**config.mk**
```make
export PLATFORM = sky130hd
export DESIGN_NAME = amc_demod_engine
export DESIGN_NICKNAME = d
export VERILOG_FILES = /design/src/rtl/amc_demod_engine.sv
export SDC_FILE = /design/constraint.sdc
export NUM_CORES = 1
export LEC_CHECK = 0
export CORE_MARGIN = 10
export CORE_UTILIZATION = 40
export CTS_BUF_LIST = sky130_fd_sc_hd__clkbuf_4 sky130_fd_sc_hd__clkbuf_8
export DETAILED_ROUTE_END_ITERATION = 10
export PLACE_DENSITY_LB_ADDON = 0.08
export SYNTH_ARGS = -nofsm -noshare
export SYNTH_HDL_FRONTEND = slang
export SYNTH_SLANG_ARGS = --single-unit
```
**constraint.sdc**
```tcl
create_clock -name clk -period 3.8 [get_ports clk]
set_input_delay 0.38 -clock clk [delete_from_list [all_inputs] [get_ports clk]]
set_output_delay 0.38 -clock clk [all_outputs]
set_load 0.05 [all_outputs]
```
**src/rtl/amc_demod_engine.sv**
```systemverilog
// Multi-mode hard-decision I/Q demodulator (BPSK/QPSK/8PSK/16QAM) with an output FIFO.
// Optional symbol counter port sym_count is enabled by defining AMC_DEMOD_SYMCNT_EN.
module amc_demod_engine #(
    parameter int IQ_W       = 5,
    parameter int FIFO_DEPTH = 4,
    parameter int QAM_THR    = 2**(IQ_W-2)
) (
    input  logic                   clk,
    input  logic                   rst_n,
    input  logic                   in_valid,
    output logic                   in_ready,
    input  logic signed [IQ_W-1:0] i_in,
    input  logic signed [IQ_W-1:0] q_in,
    input  logic [1:0]             mode_req,
    output logic [1:0]             mode_act,
    output logic                   mode_switched,
    output logic                   out_valid,
    input  logic                   out_ready,
    output logic [3:0]             bit_out,
    output logic [1:0]             out_mode
`ifdef AMC_DEMOD_SYMCNT_EN
    ,
    output logic [15:0]            sym_count
`endif
);

    localparam int AW = $clog2(FIFO_DEPTH);
    localparam int CW = AW + 1;
    localparam logic [CW-1:0]   DEPTH_CNT = CW'(FIFO_DEPTH);
    localparam logic [IQ_W-1:0] MOST_NEG  = {1'b1, {(IQ_W-1){1'b0}}};
    localparam logic [IQ_W-1:0] MAX_POS   = {1'b0, {(IQ_W-1){1'b1}}};
    localparam logic [IQ_W-1:0] THR       = IQ_W'(QAM_THR);

    typedef enum logic [1:0] {ST_RUN, ST_DRAIN, ST_SWITCH} state_t;

    state_t state_reg, state_next;

    logic [1:0]    mode_act_reg;
    logic          mode_switched_reg;
    logic          slice_valid_reg;
    logic [3:0]    slice_bits_reg;
    logic [1:0]    slice_mode_reg;
    logic [3:0]    slice_bits_next;
    logic [5:0]    mem [FIFO_DEPTH];
    logic [AW-1:0] wr_ptr_reg;
    logic [AW-1:0] rd_ptr_reg;
    logic [CW-1:0] count_reg;
    logic [CW:0]   credit;
    logic          accept;
    logic          push;
    logic          pop;
    logic          fifo_full;
    logic [IQ_W-1:0] abs_i;
    logic [IQ_W-1:0] abs_q;
    logic          sign_i;
    logic          sign_q;

    // Magnitude saturates so the most-negative code maps to the largest positive one.
    function automatic logic [IQ_W-1:0] sat_abs(input logic [IQ_W-1:0] x);
        if (x == MOST_NEG)
            return MAX_POS;
        else if (x[IQ_W-1])
            return ~x + 1'b1;
        else
            return x;
    endfunction

    assign sign_i = i_in[IQ_W-1];
    assign sign_q = q_in[IQ_W-1];
    assign abs_i  = sat_abs(i_in);
    assign abs_q  = sat_abs(q_in);

    always_comb begin
        slice_bits_next = '0;
        case (mode_act_reg)
            2'b00:   slice_bits_next = {3'b000, sign_i};
            2'b01:   slice_bits_next = {2'b00, sign_i, sign_q};
            2'b10:   slice_bits_next = {1'b0, sign_i, sign_q, (abs_i < abs_q)};
            default: slice_bits_next = {sign_i, (abs_i < THR), sign_q, (abs_q < THR)};
        endcase
    end

    // Credit covers both the FIFO and the symbol sitting in the slice stage.
    assign credit   = {1'b0, count_reg} + {{CW{1'b0}}, slice_valid_reg};
    assign in_ready = rst_n && (state_reg == ST_RUN) && (credit < {1'b0, DEPTH_CNT});
    assign accept   = in_valid && in_ready;

    assign fifo_full = (count_reg == DEPTH_CNT);
    assign out_valid = (count_reg != '0);
    assign pop       = out_valid && out_ready;
    assign push      = slice_valid_reg && (!fifo_full || pop);

    always_comb begin
        state_next = state_reg;
        case (state_reg)
            ST_RUN:    if (mode_req != mode_act_reg) state_next = ST_DRAIN;
            ST_DRAIN:  if (!slice_valid_reg && (count_reg == '0)) state_next = ST_SWITCH;
            ST_SWITCH: state_next = ST_RUN;
            default:   state_next = ST_RUN;
        endcase
    end

    always_ff @(posedge clk or negedge rst_n) begin
        if (!rst_n) begin
            state_reg         <= ST_RUN;
            mode_act_reg      <= 2'b00;
            mode_switched_reg <= 1'b0;
        end else begin
            state_reg         <= state_next;
            mode_switched_reg <= (state_reg == ST_SWITCH) && (mode_req != mode_act_reg);
            if (state_reg == ST_SWITCH)
                mode_act_reg <= mode_req;
        end
    end

    always_ff @(posedge clk or negedge rst_n) begin
        if (!rst_n) begin
            slice_valid_reg <= 1'b0;
            slice_bits_reg  <= '0;
            slice_mode_reg  <= '0;
        end else begin
            slice_valid_reg <= accept;
            if (accept) begin
                slice_bits_reg <= slice_bits_next;
                slice_mode_reg <= mode_act_reg;
            end
        end
    end

    always_ff @(posedge clk) begin
        if (push)
            mem[wr_ptr_reg] <= {slice_mode_reg, slice_bits_reg};
    end

    always_ff @(posedge clk or negedge rst_n) begin
        if (!rst_n) begin
            wr_ptr_reg <= '0;
            rd_ptr_reg <= '0;
            count_reg  <= '0;
        end else begin
            if (push)
                wr_ptr_reg <= wr_ptr_reg + 1'b1;
            if (pop)
                rd_ptr_reg <= rd_ptr_reg + 1'b1;
            case ({push, pop})
                2'b10:   count_reg <= count_reg + 1'b1;
                2'b01:   count_reg <= count_reg - 1'b1;
                default: count_reg <= count_reg;
            endcase
        end
    end

    assign bit_out       = out_valid ? mem[rd_ptr_reg][3:0] : 4'b0000;
    assign out_mode      = out_valid ? mem[rd_ptr_reg][5:4] : 2'b00;
    assign mode_act      = mode_act_reg;
    assign mode_switched = mode_switched_reg;

`ifdef AMC_DEMOD_SYMCNT_EN
    logic [15:0] sym_count_reg;

    always_ff @(posedge clk or negedge rst_n) begin
        if (!rst_n)
            sym_count_reg <= '0;
        else if (state_reg == ST_SWITCH)
            sym_count_reg <= '0;
        else if (pop && (sym_count_reg != 16'hFFFF))
            sym_count_reg <= sym_count_reg + 16'd1;
    end

    assign sym_count = sym_count_reg;
`endif

endmodule

```
; ---- Yosys cells after proc, flatten, opt, wreduce, memory -nomap -nowiden
; Memories as Yosys holds them, arrays and structs flattened.
; Index checks and enable logic that the tools add are counted.
[classes]
mux = 13
n_reduce_logical = 16
n_eq_ne = 12
magnitude_cmp = 4
add_sub_neg = 7
bitwise = 2
[ops]
columns = operator, n
row1 = 5-bit two-way mux, 4
row2 = 4-bit case mux with 3 select lines, 1
row3 = "5-bit by 1-bit adder with 5-bit output, second input constant", 2
row4 = "5-bit == test, second input constant", 2
row5 = "5-bit by 4-bit < comparator with 1-bit output, second input constant", 2
row6 = 5-bit NOT, 2
row7 = 1-bit logical AND, 7
row8 = "2-bit by 1-bit == test with 1-bit output, second input constant", 3
row9 = "2-bit == test, second input constant", 3
row10 = 2-bit two-way mux, 3
row11 = 3-bit case mux with 2 select lines, 1
row12 = 5-bit < comparator, 1
row13 = "2-bit by 1-bit adder with 2-bit output, second input constant", 2
row14 = 3-bit by 1-bit adder with 4-bit output, 1
row15 = 2-bit logical NOT, 2
row16 = "4-bit by 3-bit < comparator with 1-bit output, second input constant", 1
row17 = 4-bit two-way mux, 1
row18 = 2-bit case mux with 2 select lines, 1
row19 = "3-bit by 1-bit adder with 3-bit output, second input constant", 1
row20 = "3-bit == test, second input constant", 1
row21 = 3-bit logical NOT, 1
row22 = 3-bit nonzero test, 1
row23 = "3-bit by 1-bit subtractor with 3-bit output, second input constant", 1
row24 = 1-bit logical NOT, 2
row25 = 7 further kinds, 8
[totals]
register_bits = 19
ramBits = 24
memories = 1
out_inout_bits = 11
elab_cells = 64
inputBits = 16
[mem_list]
columns = memory, words, width, read_ports, rd_ports_with_merged_regs, wr, line_no
row1 = mem, 4, 6, 1, 0, 1, 44  ; logic [5:0] mem [FIFO_DEPTH];

; ---- Longest topological paths before layout
; Gate-level depths: netlist of run 1.
[depth]
word_depth = 6
depth_mapped = 10
depth_no_buf = 10

; ---- Least setup slack after synthesis of run 1
; No wires, ideal clock.
[synth_path]
path_type = in2reg
start = in q_in[0]
end = reg slice_bits_reg[0]
t_required_ns = 3.721
n_path_buf = 0
setup_ns = 0.079
path_stages = 9
arrival_time_ns = 2.081
setup_slack_ns = 1.640
cell_sequence = inv_1 -> ha_1 -> o41a_1 -> o21ai_0 -> ha_1 -> and3_1 -> o21ai_0 -> o211ai_1 -> a2bb2oi_1
[synth_via]
elab_chain_len = 6
word_cells_on_any_way = 8
[synth_lines]
columns = element, line_no
row1 = start: declaration, 13  ; input logic signed [IQ_W-1:0] q_in,
row2 = 5-bit NOT, 63  ; return ~x + 1'b1;
row3 = 5-bit by 1-bit adder with 5-bit output, 63
row4 = 5-bit two-way mux, 62  ; else if (x[IQ_W-1])
row5 = 5-bit two-way mux (*), 60  ; if (x == MOST_NEG)
row6 = 5-bit by 4-bit < comparator with 1-bit output or 5-bit < comparator (tied branches), "79, 78"
row7 = 4-bit case mux with 3 select lines (*), 75  ; case (mode_act_reg)
row8 = end signal: assignment, 124  ; slice_bits_reg <= slice_bits_next;
row9 = end: declaration, 41  ; logic [3:0] slice_bits_reg;
; Mark *: on every way between the ends. The rest lies on a longest branch, timed or not.
; A chain may end at the register's enable or synchronous reset.

; ---- Final worst setup path of run 1
[layout_path]
start = in rst_n
end = out in_ready
[layout_via]
elab_chain_len = 2
[layout_lines]
columns = element, line_no
row1 = start: declaration, 9  ; input logic rst_n,
row2 = 1-bit logical AND (2 in series), 85  ; assign in_ready = rst_n && (state_reg == ST_RUN) && (credit < {1'b0, DEPTH_CNT});
row3 = end: declaration, 11  ; output logic in_ready,
; Every way passes these cells.

==> results.yml, run 1 <==
route:
  drtPass1Iterations: 4
  drtIter0Drc: 98
  ant_nets: 0
  via_count: 1493
  drc: 0
  vias_per_cell: 5.313
  wl_per_cell_um: 15.96
  drt-total-wl_mm: 4.486
sta:
  finalCritPeriodShare: 0.7269
  maxSlewHeadroom: 0.6563
  maxSlewViolCount: 0
  finalHoldViolations: 0
  setup_violations: 0
  fmax_ghz: 0.3620
  rsz0062_at_grt: "false"
  fin_worst_skew_ps: 12.58
  tns_ps: 0
  period_needed_ps: 2762
  worst_slew_pin_slew_ps: 514.0
  whs_ps: 489.8
setup_path:
  ff2ff_setup_slack_ps: 1410
  worst_ep_arrival_time_ps: 2380
  startpoint_type: "input port"
  crit_fanout: 2
  crit_type: "in -> out"
  r2r_cells: 8
  critPathRequiredTime_ps: 3420
  endpoint_kind: "output pin"
  r2r_start: "count_reg[1]"
  r2r_end: "count_reg[1]"
hold_path:
  hp-start: "state_reg[1]"
  whs_path_depth: 1
  min_path_type: "reg -> reg"
  hold_path_end: "state_reg[1]"
power:
  pwr-share-comb: 0.407
  p_clk_frac: 0.206
  p_sw_frac: 0.3884
  p_total_mw: 2.042
  p_int_mw: 1.249
  ir_drop_v: 0.0004598
  p_switching_uw: 793.1
  power_density_nw_per_um2: 760.9
  p_leak_nw: 1.051
  seqPwrFrac: 0.387
clock_tree:
  clock-sinks: 43
  cts_buffers: 5
  clock_latency_ps: 300
  cts_resized: 0
  cts_tree: "yes"
  cts_buffer_depth: 2
  cts_hold_buffers: 0
  htree_levels: 2
  clk_pin_slew_worst_paths_ps: 80
  cts_root_buf: "clkbuf_8"
  cts_setup_buffers: 0
global_route:
  grt_overflow_total: 0
  grt_pass1_vias: 1572
  grt_util_all_layers: 0.1055
  grt_max_degree: 20
  antenna_found_initial: 0
  grt_pass1_wl_mm: 7.527
cells_and_area:
  syn2layout_area_growth_pct: 19.83
  drive_gt1_frac: 0.1005
  largest_register_ff_count: 24
  layout.nets: 235
  num_antenna_cells: 0
yosys:
  yosysWarnings: 0
  synth_edf_count: 24
  avgSynthCellArea_um2: 12.17
  synthDistinctLibCells: 48
  seq_area_frac_synth: 0.5341
  synth_ff_type: "edfxtp_1"
  synthCells: 184
  syn_nets: 211
  synth_area_um2: 2240
  ys_async_sr_fraction: 0.4419
  ys_ff_latch: 43
run_status:
  status: "finished clean"
floorplanning:
  boundaryPins: 27
  die_y_um: 94.83
  coreArea_um2: 5473
  row_count: 27
  die_area_um2: 8992
  start_util: 0.4092
  die_w_um: 94.83
placed_design:
  gp_congestion: 0.7872
  hpwl_mm: 3.467
  port_buffers: 26
job:
  drv_cap: 0
-- layer usage --
metal | vias up | wire (µm) | track usage
li1 | 716 | - | -
met1 | 733 | 1953 | 0.1242
met2 | 40 | 2191 | 0.1779
met3 | 4 | 289 | 0.03013
met4 | 0 | 51 | 0.04115
met5 | - | 0 | 0
-- placed cells by master, fill, tap and decap left out, types with 2 or more instances in the layout --
cell,Yosys,final
xnor2_1,5,5
nor3b_1,2,2
mux2_2,2,2
ha_1,10,10
a31oi_1,2,2
inv_1,15,15
o211ai_1,2,2
a21oi_1,4,4
clkbuf_8,0,5
dfrtp_1,19,19
nand3_1,5,5
bufinv_16,0,2
mux4_2,6,6
nand3b_1,2,2
and3_1,2,2
o311a_1,2,2
and2_1,10,10
xor2_1,2,2
a211oi_1,2,2
a21o_1,2,2
clkdlybuf4s50_1,0,26
conb_1,2,2
o41a_1,2,2
mux2_4,2,2
o21ai_0,14,14
nor2_1,9,9
edfxtp_1,24,24
nand2_1,8,8
-- synth_stat cells, drive strengths merged, types with 2 or more instances --
master	count	area, µm²
a211oi	2	15.01
a21o	2	15.01
a21oi	4	20.02
a31oi	2	12.51
and2	10	62.56
and3	2	12.51
buf	3	23.77
clkbuf	7	26.28
conb	2	7.510
dfrtp	19	475.5
edfxtp	24	720.7
ha	10	125.1
inv	15	56.30
mux2	4	52.55
mux4	6	135.1
nand2	8	30.03
nand3	5	25.02
nand3b	2	15.01
nor2	9	33.78
nor3b	2	15.01
o211ai	2	15.01
o21ai	14	70.07
o311a	2	20.02
o41a	2	22.52
xnor2	5	43.79
xor2	2	17.52
-- how the worst max path moves through the flow --
stage                       start           endpoint
floorplan                 q_in[0]  slice_bits_reg[0]
global placement            rst_n           in_ready
detailed placement        q_in[0]  slice_bits_reg[0]
CTS                         rst_n           in_ready
global route        rd_ptr_reg[0]         bit_out[2]
finish                      rst_n           in_ready
-- kinds of logic (layout without fill, tap and decap cells) --
kind of cell,after synthesis,count (layout),share of synthesized area
buffers and inverters,25,50,0.04749
adders and majority gates,11,11,0.06480
muxes,11,11,0.08827
xor gates and xnor gates,7,7,0.02737
AOI/OAI and AO/OA,38,38,0.1184
other,2,2,0.003353
DFF,43,43,0.5341
and+or+nand+nor,47,47,0.1162
-- power by group through the flow --
stage | logic [mW] | clock network (mW) | registers [mW]
3_3_place_gp | 0.816 | 0 | 0.792
2_1_floorplan | 0.642 | 0 | 0.745
6_report | 0.832 | 0.420 | 0.790
3_5_place_dp | 0.843 | 0 | 0.805
5_1_grt | 0.907 | 0.446 | 0.819
4_1_cts | 0.846 | 0.426 | 0.795
-- critical path: stages --
cell	delay, ps
clkdlybuf4s50_1	530
or4b_1	470
a31oi_1	170
clkdlybuf4s50_1	830
-- cell type report --
cell class | count | area [µm²]
fillers | 494 | 2789
clock inverters | 3 | 67.56
clock buffers | 5 | 68.82
flip-flops and latches | 43 | 1196
repair buffers | 27 | 267.8
multi-input cells | 116 | 937.1
inverters | 15 | 56.30
well taps | 72 | 90.09
-- through the flow --
step	instances	worst slack, ps	utilization	instance area (µm²)
after floorplan	184	1640	-	2240
after global placement	273	1003	0.4655	2547
after detailed placement	273	891.0	0.4655	2547
after CTS	281	1002	0.4904	2684
after global routing	281	910.0	0.4904	2684
final	281	1038	0.4904	2684
No activity file was read; power rests on OpenSTA's default activity.
==> run 2: changes to the inputs <==
- clock period: 3.8 -> 2.57 ns (I/O delays scaled with it)
==> run 2 against run 1 <==
  * Clock power is 23% higher
  * Combinational power up 54%
  * Non-clock buffer count up 10
  * Worst hold slack worse by 45 ps
  * Critical path type is now reg -> out
  * Core utilization grew 1.1 points
  * Design area up 2.3%
  * Sequential power up 47%
  * Via count up 3.8%
  * Worst setup slack lost 920 ps
  * Total power grew 45%
  * Sequential cell count stayed put
==> results.yml, run 2 (same netlist as run 1, synthesis figures left out) <==
clock_tree:
  cts_root_buf: "clkbuf_8"
  cts_buffer_depth: 2
  clock-sinks: 43
  cts_setup_buffers: 0
  cts_tree: "yes"
  htree_levels: 2
  cts_hold_buffers: 0
  clock_latency_ps: 290
  cts_buffers: 5
  clk_pin_slew_worst_paths_ps: 80
route:
  drtPass1Iterations: 4
  vias_per_cell: 5.323
  drt-total-wl_mm: 4.564
  drc: 0
  ant_nets: 0
  drtIter0Drc: 46
  wl_per_cell_um: 15.68
  via_count: 1549
floorplanning:
  die_y_um: 94.83
  row_count: 27
  die_w_um: 94.83
  die_area_um2: 8992
  coreArea_um2: 5473
  boundaryPins: 27
  start_util: 0.4092
global_route:
  grt_pass1_wl_mm: 7.617
  grt_overflow_total: 0
  antenna_found_initial: 0
  grt_pass1_vias: 1608
  grt_util_all_layers: 0.1087
  grt_max_degree: 20
sta:
  finalHoldViolations: 0
  fin_worst_skew_ps: 8.276
  finalCritPeriodShare: 0.9539
  tns_ps: 0
  rsz0062_at_grt: "false"
  period_needed_ps: 2452
  setup_violations: 0
  fmax_ghz: 0.4079
  maxSlewHeadroom: 0.6611
  maxSlewViolCount: 0
  worst_slew_pin_slew_ps: 506.8
setup_path:
  crit_slowest_cell: "clkdlybuf4s50_1"
  critPathRequiredTime_ps: 2310
  endpoint_kind: "output pin"
  r2r_end: "count_reg[1]"
  startpoint_type: "register"
  crit_type: "reg -> out"
  r2r_cells: 8
  max_stage_delay_ps: 700
  path_cells: "mux4_2 -> and2_1 -> clkdlybuf4s50_1"
  r2r_start: "count_reg[1]"
  ff2ff_setup_slack_ps: 380
  crit_fanout: 7
  worst_ep_arrival_time_ps: 2190
cells_and_area:
  final_common_cell: "clkdlybuf4s50_1"
  post-route-util: 0.5018
  num_antenna_cells: 0
  layout.nets: 245
  drive_gt1_frac: 0.1507
  layout_common_cells: "clkdlybuf4s50_1, edfxtp_1, dfrtp_1"
  largest_register_ff_count: 24
  final_area_um2: 2746
  syn2layout_area_growth_pct: 22.63
power:
  p_total_mw: 2.958
  ir_drop_v: 0.0005416
  p_leak_nw: 1.097
  power_density_nw_per_um2: 1077
job:
  drv_cap: 0
placed_design:
  port_buffers: 26
  place_area_um2: 2633
  hpwl_mm: 3.523
  gp_congestion: 0.7762
run_status:
  status: "finished clean"
hold_path:
  min_path_type: "in -> async"
[run 2: cell types whose count changed in the layout (fill, tap and decap cells not counted)]
| cell | previous run | this run |
|---|---|---|
| clkinvlp_4 | 1 | 0 |
| clkinv_4 | 0 | 1 |
| buf_12 | 0 | 1 |
| dfrtp_2 | 0 | 1 |
| bufinv_16 | 2 | 1 |
| dfrtp_1 | 19 | 18 |
| clkdlybuf4s50_1 | 26 | 25 |
| buf_4 | 1 | 11 |
| clkinv_2 | 0 | 1 |
[run 2: critical path: cells and delay by family (launching register included)]
family                 cells  cell delay (ps)
flip-flops                 1              510
AND/OR/NAND/NOR            1              170
buffers and inverters      1              700
multiplexers               1              530
[run 2: worst max-delay path by stage]
stage             startpoint                 to  slack (ps)  cells after the start
2_1_floorplan        q_in[0]  slice_bits_reg[0]         530                      9
3_3_place_gp         q_in[0]  slice_bits_reg[0]          40                     10
3_5_place_dp         q_in[1]  slice_bits_reg[0]          10                     10
4_1_cts        rd_ptr_reg[0]         bit_out[0]          80                      3
5_1_grt        rd_ptr_reg[0]         bit_out[0]          30                      3
6_report       rd_ptr_reg[0]         bit_out[0]         120                      3
[run 2: metrics by stage]
stage / worst slack (ps) / hold slack (ps) / instances
floorplan: 532.9 / -38.59 / 184
global placement: 35.30 / 442.7 / 283
CTS: 78.18 / 464.5 / 291
finish: 118.5 / 444.6 / 291
global route: 25.97 / 458.0 / 291
detailed placement: 13.79 / 454.4 / 283
[run 2: metal layers]
metal,routed length [µm],global-route usage
met4,45,0.03741
met1,1967,0.1206
met3,272,0.03886
met5,0,0
met2,2278,0.1888
[run 2: final cells by class]
cell class / instances / area, µm²
fillers: 511 / 2726
flip-flops and latches: 43 / 1197
multi-input cells: 116 / 937.1
repair buffers: 37 / 352.8
well taps: 72 / 90.09
clock buffers: 5 / 68.82
inverters: 15 / 56.30
clock inverters: 3 / 43.79
[run 2: repair_timing]
action,CTS,global route
endpoints found under the hold margin,0,0
gates resized for setup,1,0
endpoints found under the setup margin,6,0
[run 2: power by group]
part / switching, mW / leakage, nW / internal (mW) / total [mW]
Combinational: 0.712 / 0.584 / 0.573 / 1.28
Clock: 0.228 / 0.0581 / 0.289 / 0.517
Sequential: 0.230 / 0.455 / 0.927 / 1.16
